==> config.mk <==
export PLATFORM = sky130hd
export DESIGN_NAME = video_timing_gen
export DESIGN_NICKNAME = d
export VERILOG_FILES = /design/src/rtl/video_pkg.sv /design/src/rtl/video_axis_counter.sv /design/src/rtl/video_timing_gen.sv
export SDC_FILE = /design/constraint.sdc
export NUM_CORES = 1
export LEC_CHECK = 0
export BUFFER_PORTS_ARGS = -buffer_cell sky130_fd_sc_hd__buf_2
export CAP_MARGIN = 10
export CORE_ASPECT_RATIO = 1.5
export CORE_MARGIN = 5
export CORE_UTILIZATION = 30
export DETAILED_ROUTE_END_ITERATION = 16
export GPL_TIMING_DRIVEN = 0
export PLACE_DENSITY = 0.61
export SLEW_MARGIN = 20
export SYNTH_ARGS = -nofsm -noshare
export SYNTH_HDL_FRONTEND = slang
export SYNTH_SLANG_ARGS = --single-unit
==> constraint.sdc <==
create_clock -name clk -period 2.42 [get_ports clk]
set_input_delay 0.242 -clock clk [delete_from_list [all_inputs] [get_ports clk]]
set_output_delay 0.242 -clock clk [all_outputs]
set_load 0.05 [all_outputs]
==> src/rtl/video_pkg.sv <==
// Shared types and constants for the video timing generator.
package video_pkg;

   // Phase of one raster axis (horizontal or vertical).
   typedef enum logic [1:0] {ACT, FP, SYN, BP} axis_state_t;

   localparam int COORD_W   = 12;
   localparam int MAX_TOTAL = 4096;

   // 640x480@60 timing.
   localparam int DEF_H_ACTIVE = 640;
   localparam int DEF_H_FP     = 16;
   localparam int DEF_H_SYNC   = 96;
   localparam int DEF_H_BP     = 48;
   localparam int DEF_V_ACTIVE = 480;
   localparam int DEF_V_FP     = 10;
   localparam int DEF_V_SYNC   = 2;
   localparam int DEF_V_BP     = 33;

   // Colour bars {r,g,b}, index 0 is the leftmost bar:
   // white, yellow, cyan, green, magenta, red, blue, black.
   localparam logic [7:0][23:0] COLOUR_BARS = {
      24'h000000, 24'h0000FF, 24'hFF0000, 24'hFF00FF,
      24'h00FF00, 24'h00FFFF, 24'hFFFF00, 24'hFFFFFF
   };

   // Phase order along an axis; BP returns to ACT.
   function automatic axis_state_t next_axis_state(input axis_state_t s);
      case (s)
         ACT:     return FP;
         FP:      return SYN;
         SYN:     return BP;
         default: return ACT;
      endcase
   endfunction

endpackage

==> src/rtl/video_axis_counter.sv <==
// One raster axis: phase FSM with a per-phase down-counter plus a raw
// position counter. Advances only when en is high; wrap flags the last
// position of the axis on an enabled cycle.
module video_axis_counter
   import video_pkg::*;
#(
   parameter int ACT_LEN = DEF_H_ACTIVE,
   parameter int FP_LEN  = DEF_H_FP,
   parameter int SYN_LEN = DEF_H_SYNC,
   parameter int BP_LEN  = DEF_H_BP
) (
   input  logic               clk,
   input  logic               rst,
   input  logic               en,
   output axis_state_t        state,
   output logic [COORD_W-1:0] count,
   output logic               wrap
);

   localparam int TOTAL = ACT_LEN + FP_LEN + SYN_LEN + BP_LEN;
   localparam logic [COORD_W-1:0] ONE  = COORD_W'(1);
   localparam logic [COORD_W-1:0] LAST = COORD_W'(TOTAL - 1);

   axis_state_t        state_q, state_d;
   logic [COORD_W-1:0] rem_q, rem_d;
   logic [COORD_W-1:0] cnt_q, cnt_d;

   function automatic logic [COORD_W-1:0] len_of(input axis_state_t s);
      case (s)
         ACT:     return COORD_W'(ACT_LEN);
         FP:      return COORD_W'(FP_LEN);
         SYN:     return COORD_W'(SYN_LEN);
         default: return COORD_W'(BP_LEN);
      endcase
   endfunction

   // State, phase down-counter and position registers.
   always_ff @(posedge clk or posedge rst) begin
      if (rst) begin
         state_q <= ACT;
         rem_q   <= COORD_W'(ACT_LEN);
         cnt_q   <= '0;
      end else begin
         state_q <= state_d;
         rem_q   <= rem_d;
         cnt_q   <= cnt_d;
      end
   end

   // Next state: leave a phase when its remaining count reaches 1, so a
   // phase of length 1 lasts exactly one step.
   always_comb begin
      state_d = state_q;
      rem_d   = rem_q;
      cnt_d   = cnt_q;
      wrap    = en && (cnt_q == LAST);
      if (en) begin
         cnt_d = wrap ? '0 : cnt_q + ONE;
         if (rem_q == ONE) begin
            state_d = next_axis_state(state_q);
            rem_d   = len_of(state_d);
         end else begin
            rem_d = rem_q - ONE;
         end
      end
   end

   assign state = state_q;
   assign count = cnt_q;

endmodule

==> src/rtl/video_timing_gen.sv <==
// Raster timing generator for the DVI output path: de, syncs, coordinates,
// line/frame strobes and an optional colour-bar pattern. All outputs are
// registered one cycle behind the internal counters so they stay aligned.
// Build option: define VIDEO_TEST_PATTERN_EN to enable the colour bars.
module video_timing_gen
   import video_pkg::*;
#(
   parameter int   H_ACTIVE  = DEF_H_ACTIVE,
   parameter int   H_FP      = DEF_H_FP,
   parameter int   H_SYNC    = DEF_H_SYNC,
   parameter int   H_BP      = DEF_H_BP,
   parameter int   V_ACTIVE  = DEF_V_ACTIVE,
   parameter int   V_FP      = DEF_V_FP,
   parameter int   V_SYNC    = DEF_V_SYNC,
   parameter int   V_BP      = DEF_V_BP,
   parameter logic HSYNC_POL = 1'b0,
   parameter logic VSYNC_POL = 1'b0
) (
   input  logic               clk,
   input  logic               rst,
   output logic               de,
   output logic               hsync,
   output logic               vsync,
   output logic [1:0]         ctrl0,
   output logic [COORD_W-1:0] x,
   output logic [COORD_W-1:0] y,
   output logic               line_start,
   output logic               frame_start,
   output logic [7:0]         red,
   output logic [7:0]         grn,
   output logic [7:0]         blu
);

   localparam int H_TOTAL = H_ACTIVE + H_FP + H_SYNC + H_BP;
   localparam int V_TOTAL = V_ACTIVE + V_FP + V_SYNC + V_BP;

   if (H_TOTAL > MAX_TOTAL || V_TOTAL > MAX_TOTAL) begin : g_total_chk
      $error("video_timing_gen: H_TOTAL/V_TOTAL exceed 4096");
   end
   if (H_ACTIVE < 1 || H_FP < 1 || H_SYNC < 1 || H_BP < 1 ||
       V_ACTIVE < 1 || V_FP < 1 || V_SYNC < 1 || V_BP < 1) begin : g_min_chk
      $error("video_timing_gen: every timing parameter must be >= 1");
   end

   axis_state_t        h_state, v_state;
   logic [COORD_W-1:0] hx, vy;
   logic               h_wrap, v_wrap;

   video_axis_counter #(
      .ACT_LEN(H_ACTIVE), .FP_LEN(H_FP), .SYN_LEN(H_SYNC), .BP_LEN(H_BP)
   ) u_h (
      .clk(clk), .rst(rst), .en(1'b1),
      .state(h_state), .count(hx), .wrap(h_wrap)
   );

   video_axis_counter #(
      .ACT_LEN(V_ACTIVE), .FP_LEN(V_FP), .SYN_LEN(V_SYNC), .BP_LEN(V_BP)
   ) u_v (
      .clk(clk), .rst(rst), .en(h_wrap),
      .state(v_state), .count(vy), .wrap(v_wrap)
   );

   // The wraps announce that the next internal position is x==0 (and y==0);
   // after reset the internal position already is (0,0), hence reset to 1.
   logic line_pend_q, line_pend_d;
   logic frame_pend_q, frame_pend_d;

   // Pending strobe flags, one cycle ahead of the output stage.
   always_ff @(posedge clk or posedge rst) begin
      if (rst) begin
         line_pend_q  <= 1'b1;
         frame_pend_q <= 1'b1;
      end else begin
         line_pend_q  <= line_pend_d;
         frame_pend_q <= frame_pend_d;
      end
   end

   // Pending flags track the wrap strobes.
   always_comb begin
      line_pend_d  = h_wrap;
      frame_pend_d = v_wrap;
   end

   logic               de_q, de_d;
   logic               hsync_q, hsync_d;
   logic               vsync_q, vsync_d;
   logic [COORD_W-1:0] x_q, x_d;
   logic [COORD_W-1:0] y_q, y_d;
   logic               line_start_q, line_start_d;
   logic               frame_start_q, frame_start_d;

   // Decode of the current internal position into output levels.
   always_comb begin
      de_d          = (h_state == ACT) && (v_state == ACT);
      hsync_d       = (h_state == SYN) ? HSYNC_POL : ~HSYNC_POL;
      vsync_d       = (v_state == SYN) ? VSYNC_POL : ~VSYNC_POL;
      x_d           = hx;
      y_d           = vy;
      line_start_d  = line_pend_q;
      frame_start_d = frame_pend_q;
   end

   // Output stage; reset drives sync lines to their inactive level.
   always_ff @(posedge clk or posedge rst) begin
      if (rst) begin
         de_q          <= 1'b0;
         hsync_q       <= ~HSYNC_POL;
         vsync_q       <= ~VSYNC_POL;
         x_q           <= '0;
         y_q           <= '0;
         line_start_q  <= 1'b0;
         frame_start_q <= 1'b0;
      end else begin
         de_q          <= de_d;
         hsync_q       <= hsync_d;
         vsync_q       <= vsync_d;
         x_q           <= x_d;
         y_q           <= y_d;
         line_start_q  <= line_start_d;
         frame_start_q <= frame_start_d;
      end
   end

   assign de          = de_q;
   assign hsync       = hsync_q;
   assign vsync       = vsync_q;
   assign ctrl0       = {vsync_q, hsync_q};
   assign x           = x_q;
   assign y           = y_q;
   assign line_start  = line_start_q;
   assign frame_start = frame_start_q;

`ifdef VIDEO_TEST_PATTERN_EN
   // Narrow rasters (H_ACTIVE < 8) would give a zero bar width; use 1-pixel
   // bars there so the counter still steps.
   localparam int BAR_W = (H_ACTIVE / 8 < 1) ? 1 : H_ACTIVE / 8;
   localparam logic [COORD_W-1:0] BAR_LAST = COORD_W'(BAR_W - 1);
   localparam logic [COORD_W-1:0] PIX_ONE  = COORD_W'(1);

   logic [COORD_W-1:0] bar_pix_q, bar_pix_d;
   logic [2:0]         bar_idx_q, bar_idx_d;
   logic [23:0]        rgb_q, rgb_d;

   // Bar position tracker plus pattern output stage.
   always_ff @(posedge clk or posedge rst) begin
      if (rst) begin
         bar_pix_q <= '0;
         bar_idx_q <= '0;
         rgb_q     <= '0;
      end else begin
         bar_pix_q <= bar_pix_d;
         bar_idx_q <= bar_idx_d;
         rgb_q     <= rgb_d;
      end
   end

   // Bar index follows the internal x: restart on line wrap, step every
   // BAR_W pixels, and stick at the last bar so remainder pixels join it.
   always_comb begin
      bar_pix_d = bar_pix_q;
      bar_idx_d = bar_idx_q;
      if (h_wrap) begin
         bar_pix_d = '0;
         bar_idx_d = '0;
      end else if (bar_pix_q == BAR_LAST) begin
         bar_pix_d = '0;
         if (bar_idx_q != 3'd7) bar_idx_d = bar_idx_q + 3'd1;
      end else begin
         bar_pix_d = bar_pix_q + PIX_ONE;
      end
      rgb_d = de_d ? COLOUR_BARS[bar_idx_q] : 24'h000000;
   end

   assign red = rgb_q[23:16];
   assign grn = rgb_q[15:8];
   assign blu = rgb_q[7:0];
`else
   assign red = 8'h00;
   assign grn = 8'h00;
   assign blu = 8'h00;
`endif

endmodule

==> metrics.md <==
| Metric | Value |
|---|---|
| Worst-case clock buffer depth | `2` |
| Main synth FF type | `dfrtp_1` |
| First-pass GRT wire length | `12,400 um` |
| Synth Area per Inst | `about 11 um2` |
| DR pass1 iterations | `4` |
| CP startpoint kind | `flip-flop` |
| Fraction of registers with async set or reset after synthesis | `100%` |
| Synthesis Warnings | `0` |
| Layout cell share with drive strength beyond 1 | `between 20 and 30%` |
| Max Cap Violations | `0` |
| Pwr Density | `approximately 630 mW/mm2` |
| RD Place Congestion | `a little over 0.8` |
| Worst-Margin Slew | `around 0.76 ns` |
| Num rows | `50` |
| Reg2reg setup slack | `about 0.15 ns` |
| Clock skew | `about 0.008 ns` |
| Root Buffer | `clkbuf_16` |
| Max-slew violations | `0` |
| Initial Util | `about 31%` |
| FF+latch count, synth | `83` |
| Met3 usage | `2.79%` |
| Fin cells | `~570` |
| Status | `complete, no violations` |
| Global-route total usage across every layer | `between 10% and 20%` |
| Die area | `~0.015 mm2` |
| Cells after Synth | `between 300 and 400` |
| Fin Setup TNS | `0 ns` |
| Top-area cell type share of the netlist area | `48.1%` |
| Synth area leader | `dfrtp_1` |
| GRT met1 Usage | `12.4%` |
| CP arrival | `approximately 2.5 ns` |
| Leakage | `between 2 and 2.5 nW` |
| Hold Path Class | `flip-flop to flip-flop` |
| Fin. Hold Viols | `0` |
| Vias per cell | `roughly 4.6` |
| Hold Path End | `line_start` |
| Synth cell types | `50` |
| Most common cell in the netlist | `dfrtp_1` |
| Area Overhead vs Synth | `20.5%` |
| CTS buffer count | `9` |
| Vias in the first global route | `2,656` |
| EDFF count, synth | `0` |
| Mapped Area | `around 0.0038 mm2` |
| Die Ht | `between 100 and 150 um` |
| Hold path cells | `0` |
| Period minus WS final | `roughly 2.3 ns` |
| CTS tree | `built` |
| WL/cell | `~13 um` |
| Max Fclk | `~440 MHz` |
| WS Path Type | `flip-flop to flip-flop` |
| Required time worst endpoint | `around 2.6 ns` |
| Worst r2r path cells | `7` |
| Post-CTS setup buffers | `0` |
| Met2 GRT Util | `17.4%` |
| Worst vdd ir | `0.323 mV` |
| Antenna violations before repair | `0` |
| Sequential share of the synthesized area | `55.0%` |
| RSZ-0062 raised after global routing | `no` |
| Initial detailed-routing violation count | `129` |
| Core footprint | `0.0124 mm2` |
| Most instantiated cells after synthesis | `dfrtp_1, buf_4, nor2_1` |
| CTS sink count | `a little over 80` |
| Crit end category | `flip-flop` |
| Final setup fails | `0` |
| Antenna viol nets, final | `0` |
| Die W | `slightly above 100 um` |
| Most Crowded Layer GR | `met2` |
| HP Start | `line_pend_q` |
| Drt drc | `0` |
| Vias | `approximately 2,600` |
| N_diodes | `0` |
| Dpl cells | `about 550` |
| Final #Nets | `420` |
| Largest net degree at the start of global routing | `47` |
| Worst r2r dst | `u_v.count[2]` |
| Reg clk slew, reported paths | `0.06 ns` |
| Clock latency on the worst-skew pair | `between 0.3 and 0.4 ns` |
| Ports | `57` |
| Total gr overflow | `0` |
| Synth top area cells | `dfrtp_1, dfstp_2, buf_4, ha_1, xor2_1` |
| Crit share post-route | `93.8%` |
| Worst-path fanout max | `10` |
| Number of port buffers | `32` |
| Final wirelength | `roughly 7500 um` |
| H-tree Lvls | `3` |
| Final HPWL DP | `approximately 5200 um` |
| Slew margin rel. | `about half` |
| RR Startpoint | `u_h.count[0]` |
worst max-delay path by stage:
stage | from | to
floorplan | rst | de
global placement | rst | x[4]
detailed placement | u_h.count[0] | u_v.count[2]
CTS | u_h.count[0] | u_v.count[2]
global route | u_h.count[0] | u_v.count[2]
finish | u_h.count[0] | u_v.count[2]
state kept, by name, summed over array words and instances (netlist names), 2 cells and up:
| name | cells |
|---|---|
| y | 12 |
| u_v.state | 2 |
| x | 12 |
| u_h.state | 2 |
| u_h.rem_q | 12 |
| u_h.count | 12 |
| u_v.count | 12 |
| u_v.rem_q | 12 |
metal layers:
layer	part of all wire [%]	up-vias	wire, um
met5	0	-	0
met4	2.2	0	161
met3	5.3	10	399
met2	51	77	3780
met1	42	1269	3120
li1	-	1269	-
logic make-up (layout without fill, tap and decap cells):
logic type | after synthesis | count (layout) | synth area share [%]
mux | 8 | 8 | 2.31
xor+xnor | 22 | 22 | 5.07
compound gates | 46 | 46 | 7.71
other cells | 1 | 24 | 0.0987
flops | 83 | 83 | 55.0
simple gates | 110 | 110 | 17.2
buf+inv | 52 | 102 | 8.04
fa+ha+maj | 14 | 14 | 4.61
report_power, final:
part           leakage [nW]  internal (mW)  switching (mW)
sequential             1.05           1.39               0
combinational          1.02         0.0332           0.114
clock                 0.145          0.822           0.528
layout by cell type, fill, tap and decap left out, types with 6 or more instances in the layout:
cell and n:
nor2_1 24, conb_1 24, mux2_2 6, buf_2 33
xor2_1 15, buf_4 27, nand2_1 11, nor3_1 10
ha_1 13, clkbuf_16 9, a21oi_1 9, nor4_1 7
inv_1 17, xnor2_1 7, o21ai_0 19, nand3_1 15
dfrtp_1 73, dfstp_2 10, nand4_1 7
per-stage QoR:
step                      total power [mW]  cell area [um2]  hold WS [ns]  worst slack [ns]  utilization (%)
after global placement                1.55             4240         0.381            -0.904             34.1
after floorplan                       1.54             3880         0.379            0.0578                -
after detailed placement              1.56             4270         0.310             0.153             34.3
after global routing                  2.97             4580         0.398           0.00441             36.8
after CTS                             2.92             4580         0.391             0.131             36.8
final                                 2.89             4580         0.390             0.150             36.8
final cells by class:
cell class / count / area (um2)
inverters: 19 / 73.8
clock buffers: 11 / 243
flip-flops and latches: 83 / 2090
repair buffers: 34 / 198
clock inverters: 5 / 52.6
fillers: 1218 / 7870
plain buffers: 33 / 234
multi-input cells: 224 / 1490
well taps: 156 / 195
critical path: stages, from the launching register on:
cell     delay, ns
dfrtp_1       0.41
ha_2          0.24
nand4_2       0.16
or4b_4        0.59
inv_2         0.18
buf_4         0.22
o21ai_0       0.11
a22o_1        0.25
repair_timing:
| action | CTS | global route |
|---|---|---|
| hold buffers | 1 | 0 |
| setup endpoints to repair | 0 | 1 |
| endpoints found under the hold margin | 31 | 0 |
| resized for setup | 0 | 1 |
No activity file was read; power rests on OpenSTA's default activity.
